==> config.mk <==
export PLATFORM = sky130hd
export DESIGN_NAME = aes_word_gen_ctrl
export DESIGN_NICKNAME = d
export VERILOG_FILES = /design/src/rtl/aes_pack.sv /design/src/rtl/aes_word_counter.sv /design/src/rtl/aes_word_gen_ctrl.sv
export SDC_FILE = /design/constraint.sdc
export NUM_CORES = 1
export LEC_CHECK = 0
export BUFFER_PORTS_ARGS = -buffer_cell sky130_fd_sc_hd__buf_4
export CELL_PAD_IN_SITES_DETAIL_PLACEMENT = 1
export CELL_PAD_IN_SITES_GLOBAL_PLACEMENT = 1
export CORE_ASPECT_RATIO = 1.25
export CORE_MARGIN = 5
export CORE_UTILIZATION = 33
export DETAILED_ROUTE_END_ITERATION = 8
export GPL_ROUTABILITY_DRIVEN = 0
export GPL_TIMING_DRIVEN = 1
export PLACE_DENSITY_LB_ADDON = 0.1
export SLEW_MARGIN = 20
export SYNTH_ARGS = -nofsm -noshare
export SYNTH_HDL_FRONTEND = slang
export SYNTH_SLANG_ARGS = --single-unit
export TNS_END_PERCENT = 5
==> constraint.sdc <==
create_clock -name clk -period 3.01 [get_ports clk]
set_input_delay 0.602 -clock clk [delete_from_list [all_inputs] [get_ports clk]]
set_output_delay 0.602 -clock clk [all_outputs]
set_load 0.005 [all_outputs]
==> src/rtl/aes_pack.sv <==
// -----------------------------------------------------------------------------
// aes_pack
// Shared constants and types for the AES word generator controller.
//   - Avalon-MM address/data widths and the peripheral base address
//   - Register offsets and absolute register addresses
//   - CTRL_STATUS bit indices
//   - Controller FSM state encoding
//   - Saturating increment helper used by the word counters
// -----------------------------------------------------------------------------
package aes_pack;

    // Bus and counter widths
    localparam int ADDRESS_SIZE      = 32;
    localparam int REG_SIZE          = 32;
    localparam int WORD_COUNTER_SIZE = 8;

    // Base address of the register map
    localparam logic [ADDRESS_SIZE-1:0] PERIPHERAL_ADDR = 32'h0000_1000;

    // Register offsets from PERIPHERAL_ADDR
    localparam logic [ADDRESS_SIZE-1:0] MSG_WORD_CNT     = 32'h0000_0000;
    localparam logic [ADDRESS_SIZE-1:0] ADDER_WORD_CNT   = 32'h0000_0004;
    localparam logic [ADDRESS_SIZE-1:0] REMOVER_WORD_CNT = 32'h0000_0008;
    localparam logic [ADDRESS_SIZE-1:0] CTRL_STATUS      = 32'h0000_000C;

    // Absolute register addresses; a hit requires an exact match
    localparam logic [ADDRESS_SIZE-1:0] ADDR_MSG_WORD_CNT     = PERIPHERAL_ADDR + MSG_WORD_CNT;
    localparam logic [ADDRESS_SIZE-1:0] ADDR_ADDER_WORD_CNT   = PERIPHERAL_ADDR + ADDER_WORD_CNT;
    localparam logic [ADDRESS_SIZE-1:0] ADDR_REMOVER_WORD_CNT = PERIPHERAL_ADDR + REMOVER_WORD_CNT;
    localparam logic [ADDRESS_SIZE-1:0] ADDR_CTRL_STATUS      = PERIPHERAL_ADDR + CTRL_STATUS;

    // CTRL_STATUS bit indices
    localparam int STATUS_BUSY_BIT    = 0;
    localparam int STATUS_DONE_BIT    = 1;
    localparam int STATUS_OVERRUN_BIT = 2;

    // Controller FSM states
    typedef enum logic [1:0] {
        ST_IDLE  = 2'd0,
        ST_START = 2'd1,
        ST_RUN   = 2'd2
    } state_t;

    localparam logic [WORD_COUNTER_SIZE-1:0] CNT_ONE = 1;
    localparam logic [WORD_COUNTER_SIZE-1:0] CNT_MAX = '1;

    // Increment that sticks at the all-ones value instead of wrapping
    function automatic logic [WORD_COUNTER_SIZE-1:0] sat_inc(
        input logic [WORD_COUNTER_SIZE-1:0] v
    );
        if (v == CNT_MAX) begin
            return v;
        end
        return v + CNT_ONE;
    endfunction

endpackage

==> src/rtl/aes_word_counter.sv <==
// -----------------------------------------------------------------------------
// aes_word_counter
// Saturating word counter with synchronous clear and increment.
// Clear has priority over increment. The count sticks at its maximum value.
//
// Ports
//   clk      in   clock, rising edge
//   rst      in   synchronous active-high reset
//   clr_i    in   clear count to zero
//   inc_i    in   increment count by one (saturating)
//   count_o  out  current count
// -----------------------------------------------------------------------------
module aes_word_counter
    import aes_pack::*;
(
    input  logic                         clk,
    input  logic                         rst,
    input  logic                         clr_i,
    input  logic                         inc_i,
    output logic [WORD_COUNTER_SIZE-1:0] count_o
);

    logic [WORD_COUNTER_SIZE-1:0] count_q;
    logic [WORD_COUNTER_SIZE-1:0] count_d;

    always_comb begin
        count_d = count_q;
        if (clr_i) begin
            count_d = '0;
        end else if (inc_i) begin
            count_d = sat_inc(count_q);
        end
    end

    always_ff @(posedge clk) begin
        if (rst) begin
            count_q <= '0;
        end else begin
            count_q <= count_d;
        end
    end

    assign count_o = count_q;

endmodule

==> src/rtl/aes_word_gen_ctrl.sv <==
// -----------------------------------------------------------------------------
// aes_word_gen_ctrl
// Avalon-MM slave controller for the AES word generator. Software writes a
// nonzero message word count to MSG_WORD_CNT, which launches a generator run.
// The block counts words leaving the adder and remover stages, flags
// completion when the remover count reaches the programmed count, and
// exposes all counters and status for readback.
//
// Optional feature macro: AES_WORD_CTRL_IRQ_EN
//   defined   -> adds output irq (registered done bit); any write to
//                CTRL_STATUS clears done
//   undefined -> no irq port; writes to CTRL_STATUS are dropped
//
// Ports
//   clk                in   clock, rising edge
//   rst                in   synchronous active-high reset
//   avs_address        in   byte address
//   avs_read           in   read request
//   avs_write          in   write request
//   avs_writedata      in   write data
//   avs_readdata       out  read data, valid with avs_readdatavalid
//   avs_readdatavalid  out  read response strobe, one cycle after avs_read
//   gen_start          out  one-cycle start pulse to the word generator
//   gen_word_cnt       out  programmed message word count
//   adder_word         in   one-cycle strobe per word out of the adder
//   remover_word       in   one-cycle strobe per word out of the remover
//   busy               out  run in progress
//   dbg_state          out  current FSM state (state_t encoding)
//   irq                out  done interrupt (only with AES_WORD_CTRL_IRQ_EN)
//
// Bus handshake: there is no waitrequest. Every avs_read is answered exactly
// one cycle later with avs_readdatavalid=1; every avs_write is accepted in
// the cycle it is presented. A read and write in the same cycle are both
// accepted, and the read returns the value held before the write.
// -----------------------------------------------------------------------------
module aes_word_gen_ctrl
    import aes_pack::*;
(
    input  logic                         clk,
    input  logic                         rst,
    input  logic [ADDRESS_SIZE-1:0]      avs_address,
    input  logic                         avs_read,
    input  logic                         avs_write,
    input  logic [REG_SIZE-1:0]          avs_writedata,
    output logic [REG_SIZE-1:0]          avs_readdata,
    output logic                         avs_readdatavalid,
    output logic                         gen_start,
    output logic [WORD_COUNTER_SIZE-1:0] gen_word_cnt,
    input  logic                         adder_word,
    input  logic                         remover_word,
    output logic                         busy,
    output logic [1:0]                   dbg_state
`ifdef AES_WORD_CTRL_IRQ_EN
    ,
    output logic                         irq
`endif
);

    // ------------------------------------------------------------------
    // Register state
    // ------------------------------------------------------------------
    state_t                       state_q;
    logic [WORD_COUNTER_SIZE-1:0] msg_cnt_q;
    logic                         gen_start_q;
    logic                         busy_q;
    logic                         done_q;
    logic                         overrun_q;
    logic [REG_SIZE-1:0]          readdata_q;
    logic                         readvalid_q;

    // ------------------------------------------------------------------
    // Address decode
    // ------------------------------------------------------------------
    logic wr_msg;
    logic start_wr;
    logic [WORD_COUNTER_SIZE-1:0] wr_cnt;

    assign wr_msg = avs_write && (avs_address == ADDR_MSG_WORD_CNT);
    assign wr_cnt = avs_writedata[WORD_COUNTER_SIZE-1:0];

    // Only a nonzero count written while idle launches a run
    assign start_wr = (state_q == ST_IDLE) && wr_msg && (wr_cnt != '0);

    // Upper write-data bits are never stored
    logic unused_wdata;
    assign unused_wdata = ^avs_writedata[REG_SIZE-1:WORD_COUNTER_SIZE];

`ifdef AES_WORD_CTRL_IRQ_EN
    logic wr_ctrl;
    assign wr_ctrl = avs_write && (avs_address == ADDR_CTRL_STATUS);
`endif

    // ------------------------------------------------------------------
    // Word counters: strobes count only during RUN; a launching write
    // clears both.
    // ------------------------------------------------------------------
    logic                         adder_inc;
    logic                         rem_inc;
    logic [WORD_COUNTER_SIZE-1:0] adder_cnt;
    logic [WORD_COUNTER_SIZE-1:0] rem_cnt;
    logic [WORD_COUNTER_SIZE-1:0] rem_cnt_d;

    assign adder_inc = (state_q == ST_RUN) && adder_word;
    assign rem_inc   = (state_q == ST_RUN) && remover_word;
    assign rem_cnt_d = sat_inc(rem_cnt);

    aes_word_counter u_adder_cnt (
        .clk     (clk),
        .rst     (rst),
        .clr_i   (start_wr),
        .inc_i   (adder_inc),
        .count_o (adder_cnt)
    );

    aes_word_counter u_remover_cnt (
        .clk     (clk),
        .rst     (rst),
        .clr_i   (start_wr),
        .inc_i   (rem_inc),
        .count_o (rem_cnt)
    );

    // The run finishes on the strobe that brings the remover count up to
    // the programmed value, so done/busy update together with the counter.
    logic run_done;
    assign run_done = rem_inc && (rem_cnt_d == msg_cnt_q);

    // ------------------------------------------------------------------
    // Controller FSM with registered outputs
    // ------------------------------------------------------------------
    always_ff @(posedge clk) begin
        if (rst) begin
            state_q     <= ST_IDLE;
            msg_cnt_q   <= '0;
            gen_start_q <= 1'b0;
            busy_q      <= 1'b0;
            done_q      <= 1'b0;
            overrun_q   <= 1'b0;
        end else begin
            gen_start_q <= 1'b0;

            // Remover activity outside a run is flagged; a launching write
            // below overrides this and clears it.
            if ((state_q != ST_RUN) && remover_word) begin
                overrun_q <= 1'b1;
            end

`ifdef AES_WORD_CTRL_IRQ_EN
            if (wr_ctrl) begin
                done_q <= 1'b0;
            end
`endif

            case (state_q)
                ST_IDLE: begin
                    if (wr_msg) begin
                        msg_cnt_q <= wr_cnt;
                    end
                    if (start_wr) begin
                        done_q      <= 1'b0;
                        overrun_q   <= 1'b0;
                        gen_start_q <= 1'b1;
                        busy_q      <= 1'b1;
                        state_q     <= ST_START;
                    end
                end
                ST_START: begin
                    state_q <= ST_RUN;
                end
                ST_RUN: begin
                    if (run_done) begin
                        done_q  <= 1'b1;
                        busy_q  <= 1'b0;
                        state_q <= ST_IDLE;
                    end
                end
                default: begin
                    state_q <= ST_IDLE;
                    busy_q  <= 1'b0;
                end
            endcase
        end
    end

    // ------------------------------------------------------------------
    // Read path: fixed one-cycle latency, unmapped addresses return 0.
    // Sampling happens before this edge's writes land, so a concurrent
    // write is not reflected in the returned data.
    // ------------------------------------------------------------------
    logic [REG_SIZE-1:0] rdata_d;

    always_comb begin
        rdata_d = '0;
        case (avs_address)
            ADDR_MSG_WORD_CNT:     rdata_d[WORD_COUNTER_SIZE-1:0] = msg_cnt_q;
            ADDR_ADDER_WORD_CNT:   rdata_d[WORD_COUNTER_SIZE-1:0] = adder_cnt;
            ADDR_REMOVER_WORD_CNT: rdata_d[WORD_COUNTER_SIZE-1:0] = rem_cnt;
            ADDR_CTRL_STATUS: begin
                rdata_d[STATUS_BUSY_BIT]    = busy_q;
                rdata_d[STATUS_DONE_BIT]    = done_q;
                rdata_d[STATUS_OVERRUN_BIT] = overrun_q;
            end
            default: rdata_d = '0;
        endcase
    end

    always_ff @(posedge clk) begin
        if (rst) begin
            readdata_q  <= '0;
            readvalid_q <= 1'b0;
        end else begin
            readvalid_q <= avs_read;
            readdata_q  <= avs_read ? rdata_d : '0;
        end
    end

    // ------------------------------------------------------------------
    // Outputs
    // ------------------------------------------------------------------
    assign avs_readdata      = readdata_q;
    assign avs_readdatavalid = readvalid_q;
    assign gen_start         = gen_start_q;
    assign gen_word_cnt      = msg_cnt_q;
    assign busy              = busy_q;
    assign dbg_state         = state_q;

`ifdef AES_WORD_CTRL_IRQ_EN
    assign irq = done_q;
`endif

endmodule

# Word-level counts from Yosys, hierarchy flattened

Index checks and enable logic that the tools add are counted.

Logic and storage cells: 72
Output and inout bits: 45
Input bits: 70
Register bits after elaboration: 63

Bitwise gates (word level): 3
Add/subtract/negate cells: 2
Mux-type cells: 25
Equality and inequality tests: 13
Reduce and logical (&&, ||, !) cells: 18

Operators by type and width:

| cell                   | count |
|---|---|
| $eq A32 B13 Y1 const B | 4 |
| $mux W8                | 4 |
| $add A8 B1 Y8 const B  | 2 |
| $eq A8 B8 Y1 const B   | 2 |
| $pmux W5 S3            | 1 |
| $mux W1                | 14 |
| $pmux W3 S4            | 1 |
| $eq A8 B8 Y1           | 1 |
| $ne A2 B2 Y1 const B   | 4 |
| $reduce_bool A8 Y1     | 1 |
| $logic_and A1 B1 Y1    | 7 |
| $pmux W2 S3            | 1 |
| $reduce_and A2 Y1      | 3 |
| $reduce_and A3 Y1      | 2 |
| $reduce_or A2 Y1       | 3 |
| $mux W2                | 2 |
| $not A1 Y1             | 3 |
| $pmux W1 S3            | 1 |
| $eq A2 B1 Y1 const B   | 1 |
| $eq A2 B2 Y1 const B   | 1 |
| $logic_not A2 Y1       | 1 |
| $pmux W1 S2            | 1 |
| $reduce_bool A2 Y1     | 1 |

# Longest topological paths before layout

Depth after elaboration: 7
Gate-level depth with buffers: 9
Mapped depth without buffers: 7

# Hierarchy

From an unflattened synthesis, not the netlist that was laid out.

Cell total of the unflattened synthesis: 268
Area total of the unflattened synthesis: 2404.8 um^2

Modules (own cells, without submodules):

| module            | times used | cells an instance | area an instance (um^2) | seq. area each (um^2) |
|---|---|---|---|---|
| aes_word_gen_ctrl | 1          | 180               | 1564.0                  | 460.4 |
| aes_word_counter  | 2          | 44                | 420.4                   | 160.2 |

# Worst setup path after synthesis

Ideal clock, no wire load.

Path kind: register to register
From: register u_remover_cnt.count_q[0] (netlist: u_remover_cnt.count_o[0])
To: register state_q[1] (netlist: dbg_state[1])
Setup slack: 0.848 ns
Arrival time: 2.027 ns
Cell stages (with the launch flop): 9
Data required time: 2.874 ns
Period minus slack after synthesis: 2.162 ns
Library setup time: 0.136 ns
Buffers on the path: 1
Cells stage by stage: dfxtp_1 > ha_1 > buf_2 > nand4_1 > nor2_4 > or4_4 > and2_4 > o41ai_2 > o311ai_1

Cells in the longest elaborated chain, start to end: 7
Elaborated cells between the ends (all ways): 9
Classes of those cells: add/sub: 1; eq/ne: 3; mux: 3; reduce/logical: 2

RTL lines:

| element                                                               | RTL line                 | source |
|---|---|---|
| start: declaration                                                    | aes_word_counter.sv:23   | `logic [WORD_COUNTER_SIZE-1:0] count_q;` |
| start signal: assignment                                              | aes_word_counter.sv:39   | `count_q <= count_d;` |
| parallel branches: the longest is 2 deep, another holds $add A8 B1 Y8 | n/a                      |  |
| $mux W8 *                                                             | aes_pack.sv:54           | `return v + CNT_ONE;` |
| $eq A8 B8 Y1 *                                                        | aes_word_gen_ctrl.sv:126 | `assign run_done = rem_inc && (rem_cnt_d == msg_cnt_q);` |
| $logic_and A1 B1 Y1 *                                                 | aes_word_gen_ctrl.sv:126 |  |
| $ne A2 B2 Y1 (no line) *                                              | n/a                      |  |
| $reduce_and A2 Y1 (no line) *                                         | n/a                      |  |
| end signal: assignment                                                | aes_word_gen_ctrl.sv:133 | `state_q <= ST_IDLE;` |
| end signal: assignment                                                | aes_word_gen_ctrl.sv:164 | `state_q <= ST_START;` |
| end signal: assignment                                                | aes_word_gen_ctrl.sv:168 | `state_q <= ST_RUN;` |
| end: declaration                                                      | aes_word_gen_ctrl.sv:62  | `state_t state_q;` |

Every way passes the cells marked *. The select of a mux whose other input is x is not followed.
A chain may end at the register's enable or synchronous reset.

# Worst setup path after layout

From: register u_remover_cnt.count_q[1] (netlist: u_remover_cnt.count_o[1])
To: register busy_q (netlist: busy)

Cells in the longest elaborated chain, start to end: 7
Elaborated cells between the ends (all ways): 9
Classes of those cells: add/sub: 1; eq/ne: 3; mux: 3; reduce/logical: 2

RTL lines:

| element                                                               | RTL line                 | source |
|---|---|---|
| parallel branches: the longest is 2 deep, another holds $add A8 B1 Y8 | n/a                      |  |
| $mux W8 *                                                             | aes_pack.sv:54           |  |
| $eq A8 B8 Y1 *                                                        | aes_word_gen_ctrl.sv:126 |  |
| $logic_and A1 B1 Y1 *                                                 | aes_word_gen_ctrl.sv:126 |  |
| $ne A2 B2 Y1 (no line) *                                              | n/a                      |  |
| $reduce_and A3 Y1 (no line) *                                         | n/a                      |  |
| end signal: assignment                                                | aes_word_gen_ctrl.sv:136 | `busy_q <= 1'b0;` |
| end signal: assignment                                                | aes_word_gen_ctrl.sv:163 | `busy_q <= 1'b1;` |
| end signal: assignment                                                | aes_word_gen_ctrl.sv:173 | `busy_q <= 1'b0;` |
| end: declaration                                                      | aes_word_gen_ctrl.sv:65  | `logic busy_q;` |

Marked as above.

==> results.py <==
metrics = {
    "placed_design": {
        "place_hpwl_um": 5510,
        "post_dp_cell_area_sq_mm": 0.00283,
        "portBuffers": 66,
    },
    "route": {
        "wirelength_um": 6850,
        "vias_per_cell": 5.02,
        "first_pass_iters": 4,
        "drtIter0Drc": 83,
        "via_count": 2162,
        "wl_per_cell_um": 15.9,
        "ant_nets": 0,
        "drc": 0,
    },
    "status": {
        "status": "finished clean",
    },
    "power_and_ir_drop": {
        "leakage_nw": 1.16,
        "power_density_mw_per_mm2": 322,
        "ir_worst_vdd_v": 0.000120,
    },
    "logic_synthesis": {
        "synth-simple-area-share": 0.276,
        "seq_area_frac_synth": 0.327,
        "synth-edff-count": 0,
        "synthTopCellsByArea": "dfxtp_1 33%, buf_4 8.5%, mux2i_1 7.1%",
        "synth_warnings": 0,
        "synth-compound-area-share": 0.112,
        "syn_area_sq_mm": 0.00239,
        "synth_commonest_cells": "44 x nor2_1, 39 x dfxtp_1, 27 x buf_4",
        "synth_top_family_by_area": "simple AND/OR/NAND/NOR gates",
        "synth.distinct_cells": 57,
        "synthCells": 283,
        "synth_xor_xnor_area_share": 0.0513,
        "synth.most_common_cell": "nor2_1",
        "avgSynthCellArea_sq_um": 8.44,
        "synth_top_area_cell": "dfxtp_1",
        "ys_ff_latch": 39,
        "synthAdderAreaFrac": 0.0105,
        "synth.area.mux_share": 0.0995,
        "ys.flop_type": "dfxtp_1",
        "synth_top_area_frac": 0.327,
        "async_flop_share": 0,
    },
    "worst_setup_path": {
        "r2r-end": "busy",
        "startpoint_type": "flop",
        "path_max_fanout": 10,
        "path_cells": "ha_1, nand4_1, or2_1, and3_1, nor4_1, nand4_1, and3_1",
        "worst_ep_arrival_time_ps": 2820,
        "required_ps": 3190,
        "crit_path_end_kind": "flop",
        "cp_slowest_cell": "dfxtp_1",
        "crit_type": "flop to flop",
        "worstReg2RegStart": "u_remover_cnt.count_o[1]",
        "max_stage_delay_ps": 540,
        "r2r_setup_slack_ps": 380,
        "worst_r2r_path_depth": 7,
    },
    "global_routing": {
        "antenna_found_initial": 0,
        "grt_pass1_vias": 2202,
        "grt_max_degree": 19,
        "grt_pass1_wl_um": 10900,
        "grt_overflow": 0,
        "grt_util_all_layers": 0.150,
    },
    "final_layout": {
        "drive_gt1_frac": 0.258,
        "antenna_cells": 0,
        "multi_input_area_sq_mm": 0.00141,
        "fill_cells": 896,
        "final_nets": 412,
        "seqCellArea_sq_um": 781,
        "synthToLayoutAreaGrowth_pct": 21.8,
        "final_area_sq_mm": 0.00291,
    },
    "clock_tree": {
        "cts_setup_buffers": 0,
        "hold_buffers": 0,
        "cts_resized": 0,
        "cts.htree.levels": 2,
        "clock_sinks": 39,
        "clk_latency_ps": 290,
        "cts_tree": "yes",
        "cts_inserted_buffers": 5,
        "cts_root_buffer": "clkbuf_8",
        "cts.clk_slew.worst_paths_ps": 80,
        "cts_buffer_depth": 2,
    },
    "timing": {
        "period_minus_slack_ps": 2630,
        "finalClockSkew_ps": 6.45,
        "fin_crit_sh": 0.874,
        "slew_viol_final": 0,
        "hold_violations": 0,
        "fin_setup_tns_ps": 0,
        "finalSetupViolCount": 0,
        "maxSlewHeadroom": 0.625,
        "worst_slew_pin_slew_ps": 555,
        "rsz0062_at_grt": "no",
        "fmax_mhz": 380,
    },
    "floorplan": {
        "die_y_um": 105,
        "die_w_um": 86.1,
        "fp-row-count": 34,
        "io_pins": 115,
        "dieArea_sq_mm": 0.00905,
        "core_region_area_sq_mm": 0.00702,
        "start_util": 0.340,
    },
    "min_path": {
        "hold_path_end": "done_q",
        "hp-start": "done_q",
        "whs_path_depth": 2,
        "min_path_type": "flop to flop",
    },
    "flow_run": {
        "maxCapViolCount": 0,
    },
}
==> per-layer routing <==
| layer | part of all wire | up-vias | wire [um] | GRT usage |
|---|---|---|---|---|
| met2 | 0.50 | 61 | 3430 | 0.259 |
| met4 | 0.011 | 0 | 78 | 0.0419 |
| li1 | - | 1074 | - | - |
| met5 | 0 | - | 0 | 0 |
| met1 | 0.43 | 1020 | 2960 | 0.186 |
| met3 | 0.055 | 7 | 379 | 0.0307 |
==> cell families after synthesis <==
family,after synthesis
and+or+nand+nor,124
buffers and inverters,45
DFF,39
AOI/OAI and AO/OA,38
muxes,20
xor gates and xnor gates,14
adders and majority gates,2
other,1
==> power breakdown <==
part / internal (mW) / leakage (nW) / switching [mW]
Clock: 0.163 / 0.0422 / 0.175
Sequential: 0.517 / 0.315 / 0.000838
Combinational: 0.0457 / 0.806 / 0.0346
Total: 0.726 / 1.16 / 0.211
==> cell usage in the layout, fill, tap and decap left out, types with 2 or more instances in the layout <==
cell type / instances
buf_4: 69
nor2_1: 44
dfxtp_1: 39
conb_1: 24
mux2i_1: 17
nand2_1: 15
a21oi_1: 13
nor4_1: 11
nand4_1: 7
xnor2_1: 7
xor2_1: 7
nor2b_1: 7
and3_1: 7
nand3_1: 6
clkbuf_8: 5
nor3_1: 4
a211oi_1: 4
inv_1: 3
a311oi_1: 3
nand3b_1: 3
mux4_2: 3
or2_1: 2
o22ai_1: 2
o21a_1: 2
o21ai_0: 2
and3b_1: 2
ha_1: 2
clkbuf_1: 2
==> critical path: cells and delay by family (launching register included) <==
family	cells	cell delay [ps]
flops	1	540
fa+ha+maj	1	450
simple gates	6	1530
==> worst max path at each step <==
| stage | slack (ps) | from | end | cells after the start |
|---|---|---|---|---|
| after floorplan | 850 | u_remover_cnt.count_o[0] | dbg_state[1] | 8 |
| after global placement | 460 | u_remover_cnt.count_o[1] | busy | 7 |
| after detailed placement | 430 | u_remover_cnt.count_o[1] | busy | 7 |
| after CTS | 400 | u_remover_cnt.count_o[1] | busy | 7 |
| after global routing | 180 | u_remover_cnt.count_o[1] | busy | 7 |
| final | 380 | u_remover_cnt.count_o[1] | busy | 7 |
==> area by class of cell <==
| class | count | share of cell area |
|---|---|---|
| Sequential cell | 39 | 0.268 |
| Multi-Input combinational cell | 222 | 0.483 |
| Tap cell | 90 | 0.0387 |
| Clock buffer | 7 | 0.0262 |
| Clock inverter | 1 | 0.00172 |
| Inverter | 3 | 0.00387 |
| Timing Repair Buffer | 69 | 0.178 |
==> registers in the layout, indices dropped and copies added (netlist names), 2 cells and up <==
register               count
avs_readdata               8
gen_word_cnt               8
u_adder_cnt.count_o        8
u_remover_cnt.count_o      8
dbg_state                  2
==> metrics by stage <==
stage	instances	setup slack (ps)	hold slack (ps)	power (mW)	utilization
global placement	423	457	465	0.609	0.403
floorplan	306	848	432	0.579	-
global route	431	184	506	0.977	0.414
finish	431	378	478	0.936	0.414
detailed placement	423	427	471	0.610	0.403
CTS	431	401	482	0.951	0.414
(Power assumes the default switching activity.)
